==> src/rtl/rf_hazard_ctrl.sv <==
// rtl/rf_hazard_ctrl.sv - scoreboard, forwarding selects and load-use stall for the 8x16 register file
// Optional stall-cycle counter port stall_cnt enabled by defining RF_HAZARD_PERF_EN.
module rf_hazard_ctrl #(
  parameter int NREG  = 8,
  parameter int DEPTH = 3
) (
  input  logic                    clk,
  input  logic                    reset,
  input  logic                    dec_valid,
  input  logic [$clog2(NREG)-1:0] dec_ra,
  input  logic [$clog2(NREG)-1:0] dec_rb,
  input  logic                    dec_use_a,
  input  logic                    dec_use_b,
  input  logic                    dec_wr_en,
  input  logic [$clog2(NREG)-1:0] dec_dest,
  input  logic                    dec_is_load,
  input  logic                    flush,
  output logic                    stall,
  output logic [1:0]              fwd_a,
  output logic [1:0]              fwd_b,
  output logic                    dep_a,
`ifdef RF_HAZARD_PERF_EN
  output logic                    dep_b,
  output logic [15:0]             stall_cnt
`else
  output logic                    dep_b
`endif
);

  localparam int IW = $clog2(NREG);
  localparam int EX = 0;
  localparam int MEM = 1;
  localparam int WB = 2;

  typedef struct packed {
    logic          v;
    logic [IW-1:0] dest;
    logic          ld;
  } entry_t;

  // Stage entries after decode; the indexing below assumes DEPTH == 3.
  entry_t pipe [DEPTH];
  entry_t dec_entry;

  logic [2:0] sel_a;
  logic [2:0] sel_b;
  logic       lu_a;
  logic       lu_b;

  function automatic logic hit(input entry_t e, input logic [IW-1:0] s, input logic use_s,
                               input logic valid);
    return e.v && (e.dest == s) && use_s && (s != '0) && valid;
  endfunction

  // Returns {load_use, select}; the youngest matching stage wins.
  function automatic logic [2:0] op_sel(input entry_t ex, input entry_t mem, input entry_t wb,
                                        input logic [IW-1:0] s, input logic use_s,
                                        input logic valid);
    logic [2:0] r;
    r = 3'b000;
    if (hit(ex, s, use_s, valid)) begin
      if (ex.ld) r = 3'b100;
      else       r = 3'b001;
    end else if (hit(mem, s, use_s, valid)) begin
      r = 3'b010;
    end else if (hit(wb, s, use_s, valid)) begin
      r = 3'b011;
    end
    return r;
  endfunction

  assign sel_a = op_sel(pipe[EX], pipe[MEM], pipe[WB], dec_ra, dec_use_a, dec_valid);
  assign sel_b = op_sel(pipe[EX], pipe[MEM], pipe[WB], dec_rb, dec_use_b, dec_valid);

  assign lu_a  = sel_a[2];
  assign lu_b  = sel_b[2];
  assign fwd_a = sel_a[1:0];
  assign fwd_b = sel_b[1:0];
  assign dep_a = (fwd_a != 2'd0);
  assign dep_b = (fwd_b != 2'd0);
  assign stall = (lu_a || lu_b) && !flush;

  // R0 is the PC, so writes to it never occupy a scoreboard entry.
  assign dec_entry.v    = dec_valid && dec_wr_en && (dec_dest != '0);
  assign dec_entry.dest = dec_dest;
  assign dec_entry.ld   = dec_is_load;

  always_ff @(posedge clk or posedge reset) begin
    if (reset) begin
      pipe[EX]  <= '0;
      pipe[MEM] <= '0;
      pipe[WB]  <= '0;
    end else begin
      pipe[WB]  <= pipe[MEM];
      pipe[MEM] <= pipe[EX];
      if (flush || stall) pipe[EX] <= '0;
      else                pipe[EX] <= dec_entry;
    end
  end

`ifdef RF_HAZARD_PERF_EN
  always_ff @(posedge clk or posedge reset) begin
    if (reset) begin
      stall_cnt <= 16'd0;
    end else if (stall && (stall_cnt != 16'hFFFF)) begin
      stall_cnt <= stall_cnt + 16'd1;
    end
  end
`endif

endmodule

==> config.mk <==
export PLATFORM = sky130hd
export DESIGN_NAME = rf_hazard_ctrl
export DESIGN_NICKNAME = d
export VERILOG_FILES = /design/src/rtl/rf_hazard_ctrl.sv
export SDC_FILE = /design/constraint.sdc
export NUM_CORES = 1
export LEC_CHECK = 0
export ABC_CLOCK_PERIOD_IN_PS = 4000
export CAP_MARGIN = 30
export CORE_MARGIN = 3
export CORE_UTILIZATION = 46
export CTS_CLUSTER_SIZE = 10
export DETAILED_ROUTE_END_ITERATION = 6
export PLACE_DENSITY = 0.77
export SLEW_MARGIN = 20
export SYNTH_ARGS = -nofsm -noshare
export SYNTH_HDL_FRONTEND = slang
export SYNTH_SLANG_ARGS = --single-unit
==> constraint.sdc <==
create_clock -name clk -period 4 [get_ports clk]
set_input_delay 1.2 -clock clk [delete_from_list [all_inputs] [get_ports clk]]
set_output_delay 1.2 -clock clk [all_outputs]
set_load 0.1 [all_outputs]
==> out/summary.md <==
The flow ran to the end, and the final reports show no timing, DRC or antenna violations. The largest registers in the layout are pipe (13). The clock latency reported for the late side of the worst-skew pair is 260 ps.

The number of buffers inserted by hold repair at cts was 0. Buffers inserted during clock tree synthesis total 3. In this run the vertical extent of the chip is 49.0 um. The share of Yosys cell area claimed by the top area cell type is 38.2%, and the number of remaining DRC errors is 0. Yosys mapped a number of flops with a built-in enable equal to 0.

TritonCTS built the clock tree. Ranked by total cell area, the synthesized netlist is headed by dfrtp_1 38%, xnor2_1 11%, or3b_1 5.1%. Synthesized area per cell: 10.0 sq um. The register with the most flip-flops in the layout has 13 of them. The average vias per placed instance works out to 5.39. In this run the worst setup path terminates at dep_b. Wires add up to 2110 um.

The final period demand of the worst path is 3960 ps, and the signed area change from the synthesized netlist to the final layout is 61.8%. The routed layout has 781 vias. Number of search-and-repair iterations in the first detailed-routing pass: 4.

For this run, the top clock speed supported by timing is 253 MHz. For flop-to-flop paths, the worst setup slack is 2110 ps. The max-slew violation count was 0; the horizontal extent of the die was 49.0 um.

The logs give 1 for the H-tree depth reported by CTS and 2760 ps for the data arrival at the endpoint of the critical path. The worst path uses 99.0% of the clock period. The switching power summed over all nets came out at 0.0774 mW. The internal portion of the total power is 0.209 mW. The tools report the number of cell rows as 14.

Of all cell types, the one taking the most synthesized area is dfrtp_1. The post-synthesis instance total came out at 85. Global routing consumed, over all layers together, 20.0% of the routing resources.

After detailed routing, the average wire length per cell comes to 14.5 um. The synthesized flop and latch total is 13. The kind of critical path is in -> out.

Once routing completed, OpenROAD measured the worst setup slack at 40.0 ps. Setup repair after global routing could not meet its margin everywhere. After detailed routing, the met3 layer carries 71 um of wire.

Setup violations remaining at the end of the flow were counted as 0. The run gives 834 as the number of global-route vias before repair. The clock network is responsible for 26.1% of the overall power. Counting distinct cell types in the post-synthesis netlist gives 28. Dominant synthesized flop cell: dfrtp_1. Prior to clock tree synthesis, the placed netlist has a worst setup slack of -320 ps.

Combinational share of power: 22.1%. For the wire length on met2, the log shows 1110 um. The path class of the tightest hold or removal check is reg -> reg. The tree built by TritonCTS fans out to 13 sinks.

IR analysis of the VDD net gives a maximum drop of 258 uV. The area of the die is 0.00240 sq mm. The worst relative slew slack was 69.8%; the utilization after layout was 84.5%.

The clock transition at the registers of the reported paths is 70 ps, and the number of port buffers is 23. The global route total overflow was 0; the actual slew at the worst max-slew pin was 452 ps. The share of total power in sequential cells is 51.8%. Critical path launch point type: an input port. The tools report the final hold violation count as 0. The startpoint identified for the worst register-to-register timing path is pipe[13]$_DFF_PP0_. The required time of the worst setup path was 2800 ps.

The number of antenna violations at the first check in global routing came out at 0. The clock passes through at most 2 buffers. Counting flops per register, the top entry is pipe. The final sum of negative setup slack is 0 ps, and the number of DRC markers after the initial detailed-route iteration is 15. Entering global routing, the biggest net connects 14 pins.

The tools report the count of synthesis-stage warnings from yosys as 0. The root buffer cell was clkbuf_4. In the synthesized netlist the async set-or-reset flop fraction comes to 100%. The layout cell share with drive strength beyond 1 works out to 38.8%. Summed over all cells, the static leakage comes to 0.547 nW.

The most frequently used cell type in the post-synthesis netlist is dfrtp_1. Signal routing reaches up to met3. The netlist area before placement came out at 851 sq um. The net switching share of the total power came out at 27.0%. The largest fanout on the critical path is 2. The number of antenna diodes in the final layout is 0. In the synthesized netlist, the cells that appear most often are 13 x dfrtp_1, 11 x xnor2_1, 7 x nand2_1. The endpoint of the worst-slack reg-to-reg timing path is pipe[14]$_DFF_PP0_. The finished layout holds 145 standard cells, fillers aside. Counting tap cells, the placed design contains a total of 141 instances.

The HPWL reported at the end of detailed placement was 1730 um. The net count of the mapped netlist was 102. The first-pass GRT wire length was 3860 um; the max capacitance violation total was 0.

On the final layout, the worst clock skew is 4.58 ps. For the total I/O pin count, the log shows 24. The most critical setup path has its startpoint at dec_rb[1]. For this configuration, the core starts out at a cell density of 52.2%. For the worst flop-to-flop path, the logic depth is 6. The core region is 0.00163 sq mm.

The post-route worst hold slack is 376 ps, and the detailed-routing wirelength on met1 is 923 um. After the last flow step, the layout net total stands at 139. The run gives 0.770 as the global placer's final weighted congestion. The share of the Yosys chip area taken by registers is 38.2%. In this run the remaining antenna-violating nets after routing total 0.

Endpoint class of the critical path: an output port. The total power per unit cell area came out at 208 mW/mm^2.
[cell usage in the layout, fill, tap and decap left out, types with 2 or more instances in the layout]
| master | instances |
|---|---|
| clkbuf_4 | 3 |
| buf_6 | 3 |
| dfrtp_1 | 13 |
| dlygate4sd2_1 | 2 |
| buf_12 | 7 |
| nand2_1 | 7 |
| nor3b_1 | 4 |
| a211oi_2 | 2 |
| clkdlybuf4s50_1 | 10 |
| nand4_1 | 3 |
| o2111ai_4 | 2 |
| a211o_1 | 3 |
| inv_1 | 3 |
| buf_4 | 9 |
| xnor2_1 | 11 |
| or3b_1 | 4 |
| nor2_4 | 3 |
| and3_1 | 3 |
| a21oi_2 | 3 |
| nand3_1 | 5 |
| buf_2 | 4 |
| mux2i_4 | 2 |
[cells by family after synthesis]
| logic type | share of synthesized area (%) |
|---|---|
| mux | 2.35 |
| flops | 38.2 |
| buf+inv | 4.85 |
| compound gates | 17.4 |
| simple gates | 24.9 |
| xor+xnor | 12.4 |
[worst min path at each step]
stage	start	end	cells past startpoint	slack, ps
after floorplan	pipe[14]$_DFF_PP0_	pipe[9]$_DFF_PP0_	0	350
after global placement	pipe[14]$_DFF_PP0_	pipe[9]$_DFF_PP0_	0	350
after detailed placement	pipe[14]$_DFF_PP0_	pipe[9]$_DFF_PP0_	0	360
after CTS	pipe[14]$_DFF_PP0_	pipe[9]$_DFF_PP0_	0	380
after global routing	pipe[14]$_DFF_PP0_	pipe[9]$_DFF_PP0_	0	400
final	pipe[14]$_DFF_PP0_	pipe[9]$_DFF_PP0_	0	380
[critical path, cell delays in order]
cell and delay (ps):
dlygate4sd2_1 240, or3b_1 350, a211o_1 310, a21oi_2 210
nor2_4 70, mux2i_4 170, buf_12 200
[per-layer routing]
metal / GRT usage, % / vias to the layer above
met4: 2.84 / 0
met2: 36.9 / 23
met3: 2.45 / 0
li1: - / 382
met5: 0 / -
met1: 25.4 / 376
[repair_timing]
item | CTS | global route
resized for setup | 23 | 1
setup buffers | 0 | 0
endpoints found under the setup margin | 7 | 5
pin swaps | 10 | 4
[power by group through the flow]
stage	Sequential (mW)	Clock [mW]	Combinational, mW
floorplan	0.147	0	0.0357
global placement	0.150	0	0.0624
detailed placement	0.150	0	0.0645
CTS	0.148	0.0762	0.0639
global route	0.149	0.0873	0.0692
finish	0.148	0.0747	0.0634
[metrics by stage]
step           total power [mW]  cell area, sq um
6_report                  0.286              1380
2_1_floorplan             0.183               958
3_5_place_dp              0.215              1350
3_3_place_gp              0.212              1350
5_1_grt                   0.306              1380
4_1_cts                   0.288              1380
[final cells by class]
type,instances,area (sq um)
Sequential cell,13,325
Clock buffer,3,22.5
Inverter,3,11.3
Multi-Input combinational cell,66,603
Fill cell,91,253
Timing Repair Buffer,35,379
Clock inverter,1,5.00
Tap cell,24,30.0
Power figures use the tool's default switching activity.
